File: config.mk
export PLATFORM = sky130hd
export DESIGN_NAME = tuner_ctrl_chan_arb
export DESIGN_NICKNAME = d
export VERILOG_FILES = /design/src/rtl/tuner_phy_pkg.sv /design/src/rtl/tuner_rr_arbiter.sv /design/src/rtl/tuner_ctrl_chan_arb.sv
export SDC_FILE = /design/constraint.sdc
export NUM_CORES = 1
export LEC_CHECK = 0
export ABC_AREA = 1
export BUFFER_PORTS_ARGS = -buffer_cell sky130_fd_sc_hd__buf_2
export CAP_MARGIN = 10
export CORE_AREA = 2 2 71 73
export CTS_CLUSTER_SIZE = 16
export DETAILED_ROUTE_END_ITERATION = 10
export DIE_AREA = 0 0 73 75
export PLACE_DENSITY_LB_ADDON = 0.1
export SETUP_SLACK_MARGIN = 0.02
export SLEW_MARGIN = 15
export SYNTH_ARGS = -nofsm -noshare
export SYNTH_HDL_FRONTEND = slang
export SYNTH_SLANG_ARGS = --single-unit
File: constraint.sdc
create_clock -name i_clk -period 2.3 [get_ports i_clk]
set_input_delay 0.345 -clock i_clk [delete_from_list [all_inputs] [get_ports i_clk]]
set_output_delay 0.345 -clock i_clk [all_outputs]
set_load 0.02 [all_outputs]
File: src/rtl/tuner_phy_pkg.sv
// Shared types and constants for the tuner PHY control slice.
// Holds the channel-arbiter state encoding and the fixed channel roles.
package tuner_phy_pkg;

   typedef enum logic [1:0] {
      CHAN_ARB_IDLE    = 2'd0,
      CHAN_ARB_REFRESH = 2'd1,
      CHAN_ARB_TUNE    = 2'd2,
      CHAN_ARB_COMMIT  = 2'd3
   } tuner_ctrl_chan_arb_state_e;

   localparam int CH_SEARCH = 0;
   localparam int CH_LOCK   = 1;
   localparam int CH_SCAN   = 2;

endpackage

File: src/rtl/tuner_rr_arbiter.sv
// Combinational round-robin picker: first requester at or above the pointer,
// wrapping around, reported both one-hot and as an index.
module tuner_rr_arbiter #(
   parameter  int NUM_CH = 3,
   localparam int IDX_W  = $clog2(NUM_CH)
) (
   input  logic [NUM_CH-1:0] i_req,
   input  logic [IDX_W-1:0]  i_ptr,
   output logic [NUM_CH-1:0] o_grant_oh,
   output logic [IDX_W-1:0]  o_grant_idx,
   output logic              o_grant_vld
);

   localparam logic [IDX_W:0] NUM_CH_W = (IDX_W+1)'(NUM_CH);

   logic [IDX_W:0] cand;

   // Walk NUM_CH candidates starting at the pointer; the first hit wins.
   always_comb begin
      o_grant_oh  = '0;
      o_grant_idx = '0;
      o_grant_vld = 1'b0;
      cand        = '0;
      for (int i = 0; i < NUM_CH; i++) begin
         cand = {1'b0, i_ptr} + (IDX_W+1)'(i);
         if (cand >= NUM_CH_W) begin
            cand = cand - NUM_CH_W;
         end
         if (!o_grant_vld && i_req[cand[IDX_W-1:0]]) begin
            o_grant_vld                  = 1'b1;
            o_grant_oh[cand[IDX_W-1:0]]  = 1'b1;
            o_grant_idx                  = cand[IDX_W-1:0];
         end
      end
   end

endmodule

File: src/rtl/tuner_ctrl_chan_arb.sv
// Shares one tuner PHY among several tuning controllers, one tune->commit
// transaction per grant, with PHY refresh on owner change, watchdog and abort.
module tuner_ctrl_chan_arb
   import tuner_phy_pkg::*;
#(
   parameter int NUM_CH         = 3,
   parameter int DAC_WIDTH      = 8,
   parameter int ADC_WIDTH      = 8,
   parameter int TIMEOUT_CYCLES = 255
) (
   input  logic                          i_clk,
   input  logic                          i_rst,
   input  logic [NUM_CH-1:0]             i_ch_active,
   input  logic [NUM_CH-1:0]             i_ch_tune_val,
   output logic [NUM_CH-1:0]             o_ch_tune_rdy,
   input  logic [NUM_CH*DAC_WIDTH-1:0]   i_ch_ring_tune,
   output logic [NUM_CH-1:0]             o_ch_commit_val,
   input  logic [NUM_CH-1:0]             i_ch_commit_rdy,
   output logic [ADC_WIDTH-1:0]          o_ch_pwr_commit,
   output logic [DAC_WIDTH-1:0]          o_ch_ring_tune_commit,
   output logic                          o_phy_tune_val,
   input  logic                          i_phy_tune_rdy,
   output logic [DAC_WIDTH-1:0]          o_phy_ring_tune,
   input  logic                          i_phy_commit_val,
   output logic                          o_phy_commit_rdy,
   input  logic [ADC_WIDTH-1:0]          i_phy_pwr_commit,
   input  logic [DAC_WIDTH-1:0]          i_phy_ring_tune_commit,
   output logic                          o_phy_refresh,
   output logic                          o_phy_pwr_detect_active,
   output logic [NUM_CH-1:0]             o_grant_oh,
   output logic                          o_timeout
);

   localparam int IDX_W = $clog2(NUM_CH);
   localparam int WD_W  = $clog2(TIMEOUT_CYCLES + 1);
   localparam logic [WD_W-1:0]  WD_LIMIT = WD_W'(TIMEOUT_CYCLES);
   localparam logic [IDX_W-1:0] LAST_IDX = IDX_W'(NUM_CH - 1);

   tuner_ctrl_chan_arb_state_e state_q, state_d;
   logic [IDX_W-1:0]  owner_q, owner_d;
   logic [NUM_CH-1:0] owner_oh_q, owner_oh_d;
   logic [IDX_W-1:0]  last_owner_q, last_owner_d;
   logic              last_vld_q, last_vld_d;
   logic [IDX_W-1:0]  rr_ptr_q, rr_ptr_d;
   logic [WD_W-1:0]   wdog_q, wdog_d;
   logic              refresh_q, refresh_d;
   logic              timeout_q, timeout_d;

   logic [NUM_CH-1:0] arb_req;
   logic [NUM_CH-1:0] arb_grant_oh;
   logic [IDX_W-1:0]  arb_idx;
   logic              arb_vld;

   logic              owner_active;
   logic              busy;
   logic              abort;
   logic              tune_live;
   logic              commit_live;
   logic              tune_fire;
   logic              commit_fire;
   logic              wd_expire;
   logic [WD_W-1:0]   wdog_inc;
   logic [IDX_W-1:0]  owner_next;
   logic [DAC_WIDTH-1:0] owner_code;

   assign arb_req = i_ch_active & i_ch_tune_val;

   tuner_rr_arbiter #(
      .NUM_CH (NUM_CH)
   ) u_rr_arbiter (
      .i_req       (arb_req),
      .i_ptr       (rr_ptr_q),
      .o_grant_oh  (arb_grant_oh),
      .o_grant_idx (arb_idx),
      .o_grant_vld (arb_vld)
   );

   // A deactivated owner kills its handshakes in the same cycle it drops.
   assign owner_active = |(i_ch_active & owner_oh_q);
   assign busy         = (state_q == CHAN_ARB_TUNE) || (state_q == CHAN_ARB_COMMIT);
   assign abort        = busy && !owner_active;
   assign tune_live    = !i_rst && (state_q == CHAN_ARB_TUNE) && owner_active;
   assign commit_live  = !i_rst && (state_q == CHAN_ARB_COMMIT) && owner_active;
   assign tune_fire    = o_phy_tune_val && i_phy_tune_rdy;
   assign commit_fire  = o_phy_commit_rdy && i_phy_commit_val;
   assign wdog_inc     = wdog_q + WD_W'(1);
   assign wd_expire    = commit_live && !commit_fire && (wdog_inc == WD_LIMIT);
   assign owner_next   = (owner_q == LAST_IDX) ? '0 : owner_q + IDX_W'(1);

   always_comb begin
      owner_code = '0;
      for (int k = 0; k < NUM_CH; k++) begin
         if (owner_q == IDX_W'(k)) begin
            owner_code = i_ch_ring_tune[k*DAC_WIDTH +: DAC_WIDTH];
         end
      end
   end

   always_comb begin
      o_phy_tune_val   = 1'b0;
      o_ch_tune_rdy    = '0;
      o_phy_ring_tune  = '0;
      o_ch_commit_val  = '0;
      o_phy_commit_rdy = 1'b0;
      if (tune_live) begin
         o_phy_tune_val  = |(i_ch_tune_val & owner_oh_q);
         o_ch_tune_rdy   = owner_oh_q & {NUM_CH{i_phy_tune_rdy}};
         o_phy_ring_tune = owner_code;
      end
      if (commit_live) begin
         o_ch_commit_val  = owner_oh_q & {NUM_CH{i_phy_commit_val}};
         o_phy_commit_rdy = |(i_ch_commit_rdy & owner_oh_q);
      end
   end

   assign o_ch_pwr_commit         = i_phy_pwr_commit;
   assign o_ch_ring_tune_commit   = i_phy_ring_tune_commit;
   assign o_phy_refresh           = refresh_q && !i_rst;
   assign o_timeout               = timeout_q && !i_rst;
   assign o_phy_pwr_detect_active = (|i_ch_active) && !i_rst;
   assign o_grant_oh              = (!i_rst && state_q != CHAN_ARB_IDLE) ? owner_oh_q : '0;

   // Refresh is raised on entry to REFRESH and on any abandoned transaction,
   // so the registered pulse lines up with the cycle that follows the decision.
   always_comb begin
      state_d      = state_q;
      owner_d      = owner_q;
      owner_oh_d   = owner_oh_q;
      last_owner_d = last_owner_q;
      last_vld_d   = last_vld_q;
      rr_ptr_d     = rr_ptr_q;
      wdog_d       = wdog_q;
      refresh_d    = 1'b0;
      timeout_d    = 1'b0;
      case (state_q)
         CHAN_ARB_IDLE: begin
            if (arb_vld) begin
               owner_d    = arb_idx;
               owner_oh_d = arb_grant_oh;
               if (!last_vld_q || (arb_idx != last_owner_q)) begin
                  state_d   = CHAN_ARB_REFRESH;
                  refresh_d = 1'b1;
               end else begin
                  state_d = CHAN_ARB_TUNE;
               end
            end
         end
         CHAN_ARB_REFRESH: begin
            last_owner_d = owner_q;
            last_vld_d   = 1'b1;
            state_d      = CHAN_ARB_TUNE;
         end
         CHAN_ARB_TUNE: begin
            if (abort) begin
               refresh_d  = 1'b1;
               last_vld_d = 1'b0;
               state_d    = CHAN_ARB_IDLE;
            end else if (tune_fire) begin
               wdog_d  = '0;
               state_d = CHAN_ARB_COMMIT;
            end
         end
         CHAN_ARB_COMMIT: begin
            if (abort) begin
               refresh_d  = 1'b1;
               last_vld_d = 1'b0;
               state_d    = CHAN_ARB_IDLE;
            end else if (commit_fire) begin
               rr_ptr_d = owner_next;
               state_d  = CHAN_ARB_IDLE;
            end else if (wd_expire) begin
               timeout_d  = 1'b1;
               refresh_d  = 1'b1;
               last_vld_d = 1'b0;
               rr_ptr_d   = owner_next;
               state_d    = CHAN_ARB_IDLE;
            end else begin
               wdog_d = wdog_inc;
            end
         end
         default: begin
            state_d = CHAN_ARB_IDLE;
         end
      endcase
   end

   always_ff @(posedge i_clk) begin
      if (i_rst) begin
         state_q      <= CHAN_ARB_IDLE;
         owner_q      <= '0;
         owner_oh_q   <= '0;
         last_owner_q <= '0;
         last_vld_q   <= 1'b0;
         rr_ptr_q     <= '0;
         wdog_q       <= '0;
         refresh_q    <= 1'b0;
         timeout_q    <= 1'b0;
      end else begin
         state_q      <= state_d;
         owner_q      <= owner_d;
         owner_oh_q   <= owner_oh_d;
         last_owner_q <= last_owner_d;
         last_vld_q   <= last_vld_d;
         rr_ptr_q     <= rr_ptr_d;
         wdog_q       <= wdog_d;
         refresh_q    <= refresh_d;
         timeout_q    <= timeout_d;
      end
   end

endmodule

[Yosys cells after proc, flatten, opt, wreduce, memory -nomap -nowiden]
Cells that the tools add are included.
W data, S select, Z words.
Operators by class
  $add $sub $neg: 7
  reduce and logical (&&, ||, !) cells: 42
  multiplexer cells: 62
  bitwise operators: 10
  equal/unequal tests: 18
  order comparisons: 9
Operators by type and width (count)
  $mux W8: 9
  $mux W2: 16
  $mux W1: 21
  $and A3 B3 Y3: 6
  $logic_and A1 B1 Y1: 18
  $mux W3: 6
  $pmux W8 S2: 1
  $reduce_or A3 Y1: 5
  $ne A2 B2 Y1 const B: 7
  $lt A2 B3 Y1 const B: 3
  $ne A3 B3 Y1 const B: 3
  $add A8 B1 Y8 const B: 1
  $eq A8 B8 Y1 const B: 1
  $pmux W2 S4: 1
  $bmux W1 S2: 3
  $demux W1 S2: 3
  $eq A2 B2 Y1 const B: 3
  $ge A2 B1 Y1 const B: 3
  $ge A3 B2 Y1 const B: 2
  $logic_not A1 Y1: 6
  $or A3 B3 Y3: 2
  $pmux W1 S3: 2
  $reduce_and A3 Y1: 2
  $reduce_and A6 Y1: 1
  other kinds (15): 23
Word-level totals
  input port bits: 53
  register bits: 22

[Logic depth before layout (Yosys ltp)]
  depth in word-level cells: 16
  depth in mapped cells: 16
  gate-level depth less buffers: 15

[Hierarchy]
From an unflattened synthesis, not the netlist that was laid out.
Unflattened totals
  cell total of the unflattened synthesis: 336
  area, all modules: 2088.3 um^2
Modules (own cells, without submodules)
  tuner_ctrl_chan_arb: cells an instance 272, times used 1, area each 1755.4 um^2
  tuner_rr_arbiter: cells an instance 64, times used 1, area each 332.8 um^2

[Least setup slack after synthesis]
Ideal clock, no wire load.
  path kind: register to register
  start point: reg rr_ptr_q[0]
  end point: reg state_q[1]
  buffers on the path: 0
  library setup time: 68 ps
  data required time: 2232 ps
  arrival: 1761 ps
  slack: 471 ps
  cell stages (with the launch flop): 16
  path through: dfxtp_1 > inv_1 > ha_1 > inv_2 > nand3_1 > nand3_1 > nand2_1 > nand3_2 > inv_2 > nand2_1 > nand2_1 > nand2_1 > nand2_1 > o21ai_1 > nand2_1 > a21oi_2
Between the ends
  cells in the longest elaborated chain, start to end: 16
  elaborated cells between the ends (all ways): 34
RTL lines
  start: declaration: line tuner_ctrl_chan_arb.sv:44  | logic [IDX_W-1:0] rr_ptr_q, rr_ptr_d;
  start signal: assignment: line tuner_ctrl_chan_arb.sv:204  | rr_ptr_q <= rr_ptr_d;
  branches (longest 16 deep; another with $add A2 B1 Y3)
  end signal: assignment: line tuner_ctrl_chan_arb.sv:199  | state_q <= state_d;
  end: declaration: line tuner_ctrl_chan_arb.sv:39  | tuner_ctrl_chan_arb_state_e state_q, state_d;
Parallel ways; which one is timed is not known. The select of a mux whose other input is x is not followed.
A chain may end at the register's enable or synchronous reset.

[Worst setup path in the final report]
Ends and elaborated chain as after synthesis.

==> impl_results.md <==
- Setup bufs post-CTS: 0
- Cell Chain, Critical Path: inv_1, ha_2, inv_2, nand3_1, nand3_1, nand2_1, nand3_2, nand3_1, nand2_1, nand2_1, nand2_1, o21ai_1, nand2_1, a21oi_2
- Post-synth design cell area: roughly 0.0021 mm^2
- Worst rel slew slack: 0.631
- Post-route clock period utilization: 0.882
- CP Capture Type: register
- Setup total negative slack: 0 ns
- Leading cell type in the layout, fill and taps excluded: nand2_1
- Pint: 890 uW
- Crit-path max FO: 7
- DR vias/cell: around 5.2
- Hpwl dp: ~3.9 mm
- Routed len/inst: 11.9 um
- Area of the multi-input gates: roughly 0.0013 mm^2
- Count of final hold-check violations: 0
- Area share of fa/ha/maj cells after synthesis: 0.0363
- Final ANT Viol Nets: 0
- Grt total ovfl: 0
- Gate power share: 0.409
- Lkg Pwr: 1.11 nW
- Status: completed
- Cell mode on critical path: nand2_1
- Starting density of the core: 0.444
- Crit Path Category: reg -> reg
- Final max-slew violation count: 0
- Hold Path Class: in -> reg
- Yosys reg bits: 22
- Routed WL: 4.89 mm
- Fin Clk Skew: 0.00735 ns
- Clock Sink Count: 22
- Setup violators final: 0
- Seq/Total Area, Yosys: 0.213
- Sw Ratio: 0.411
- Max Cap Viol: 0
- Post-synth EDFFs: 0
- Longest Clk Path Bufs: 2
- Worst endpoint required time: 2.51 ns
- Pin count of the biggest net entering global routing: 14
- XOR/XNOR Fraction of Synth Area: 0.00423
- Setup crit start kind: register
- Most frequent cells in the layout: nand2_1, buf_2, inv_1
- Row count: 25
- Mux share of post-synthesis cell area: 0
- CTS Root Cell: clkbuf_8
- Drt drc: 0
- Final #Nets: 418
- Delay-heaviest family, CP: simple AND/OR/NAND/NOR gates
- Total chip power: about 1.5 mW
- Port Buffer Count: 58
- RSZ-0062 raised after global routing: false
- Ys Warns: 0
- Core Area: approximately 0.0047 mm^2
- DR iter-0 viols: approximately 110
- TritonCTS clock tree: built
- Pre-antenna DRT Iters: 4
- I/O pins: 91
- Via Count: around 2200
- Initial antenna violation count: 0
- CP Buf/Inv Count: 2
- Worst skew pair latency: 0.26 ns
- Filler cell count: 483
- Worst vdd ir: about 0.00044 V
- Die Ht: 75 um
- Critical path's slowest cell: ha_2
- Die W: between 70 and 80 um
- Clock power frac: 0.240
- Part of the power in registers: 0.351
- Worst path arrival time: between 2 and 2.5 ns
- Diode count: 0
- Sw Pwr: roughly 620 uW
- Slowest Stage Delay on Critical Path: slightly below 0.4 ns
- Ys async rst share: 0
- Main combinational cell family by area after synthesis: simple AND/OR/NAND/NOR gates
- Layout area overhead: 13.7%
- H-tree Lvls: 1
- CTS Buf Count: 3
- GPL Wtd Cong: ~0.91
- Global Route Usage Sum: 0.181
- Syn Nets: 375
- DIE AREA: 0.00548 mm^2
- Post-CTS Hold Buffers: 0
- Least-Margin Pin Slew: roughly 0.55 ns
- Compound-Gate Fraction of Synth Area: 0.186
- Synth Flop Type: dfxtp_1
- Register area: around 440 um^2
- First-pass GRT wire length: 8.13 mm
- Vias in the first global route: ~1900
- Post-Synth Simple-Gate Area: 0.411
- Layout cell share with drive strength beyond 1: 0.313
- Max Clk Rate: about 490 MHz
- Syn Area/Cell: 6.55 um^2
- Post-route minimum period: roughly 2.0 ns
- Power Density: approximately 640 mW/mm^2
- Distinct cell type count after synthesis: 34
- Worst-path clk slew: 0.09 ns
- Mapped Cells: roughly 320
synthesized netlist by cell type (3+ instances only):
master	number	area (um^2)
nor2_4	4	45.0
a31oi_1	13	81.3
nand4_1	5	31.3
a21oi_2	6	52.6
inv_2	8	30.0
nand3_2	3	30.0
nand2_1	80	300
dfxtp_1	22	440
a21oi_1	13	65.1
a211oi_2	5	62.6
nor2_1	15	56.3
o21ai_0	15	75.1
ha_1	6	75.1
nand2_4	3	33.8
inv_1	31	116
buf_4	17	128
nand2_2	9	56.3
nor3_1	11	55.1
nor2_2	4	25.0
nand3_1	29	145
state kept, by name, indices dropped and copies added, names as in the netlist:
register	cells
last_owner_q	2
owner_q	2
timeout_q	1
rr_ptr_q	2
owner_oh_q	3
refresh_q	1
wdog_q	8
last_vld_q	1
state_q	2
power groups by stage:
stage / sequential (mW) / clock [mW] / combinational, mW
final: 0.531 / 0.362 / 0.619
after global routing: 0.547 / 0.389 / 0.708
after CTS: 0.532 / 0.379 / 0.625
after detailed placement: 0.540 / 0 / 0.622
after global placement: 0.543 / 0 / 0.617
after floorplan: 0.518 / 0 / 0.513
logic make-up after synthesis:
| logic type | after synthesis |
|---|---|
| AO/OA/AOI/OAI | 58 |
| XOR/XNOR | 1 |
| adder cells (fa/ha/maj) | 6 |
| buffers and inverters | 61 |
| flip-flops | 22 |
| AND/OR/NAND/NOR | 168 |
what timing repair did:
action	in CTS	in global routing
setup endpoints to repair	0	6
gates resized for setup	0	2
endpoints found under the hold margin	0	0
worst paths after layout:
path,startpoint,to,slack [ns],cells after the start
setup / recovery,rr_ptr_q[0]$_SDFFE_PP0P_,state_q[1]$_SDFFE_PP0P_,0.27,14
hold / removal,i_rst,state_q[1]$_SDFFE_PP0P_,0.36,2
setup reg to reg,rr_ptr_q[0]$_SDFFE_PP0P_,state_q[1]$_SDFFE_PP0P_,0.27,14
hold reg to reg,owner_q[1]$_SDFFE_PP0P_,last_owner_q[1]$_SDFFE_PP0P_,0.50,2
layout make-up:
type / count / area share
clock inverters: 1 / 0.0128
clock buffers: 3 / 0.0176
multi-input cells: 233 / 0.562
inverters: 39 / 0.0622
repair buffers: 60 / 0.130
well taps: 54 / 0.0287
flip-flops and latches: 22 / 0.187
routing by layer:
| metal | GRT usage | share of wire | wire length [um] | vias to the layer above |
|---|---|---|---|---|
| met1 | 0.239 | 0.48 | 2370 | 954 |
| met4 | 0.0267 | 0.0031 | 15 | 0 |
| li1 | - | - | - | 1124 |
| met3 | 0.0335 | 0.058 | 283 | 4 |
| met5 | 0 | 0 | 0 | - |
| met2 | 0.315 | 0.45 | 2220 | 71 |
per-stage QoR:
stage               utilization  cells  setup WS, ns  area, um^2  hold slack, ns
floorplan                     -    316         0.471        2070           0.466
global placement          0.489    408         0.201        2280           0.485
global route              0.505    412        0.0640        2350           0.347
finish                    0.505    412         0.272        2350           0.361
detailed placement        0.489    408         0.214        2280           0.490
CTS                       0.504    412         0.176        2350           0.344
Power figures use the tool's default switching activity.
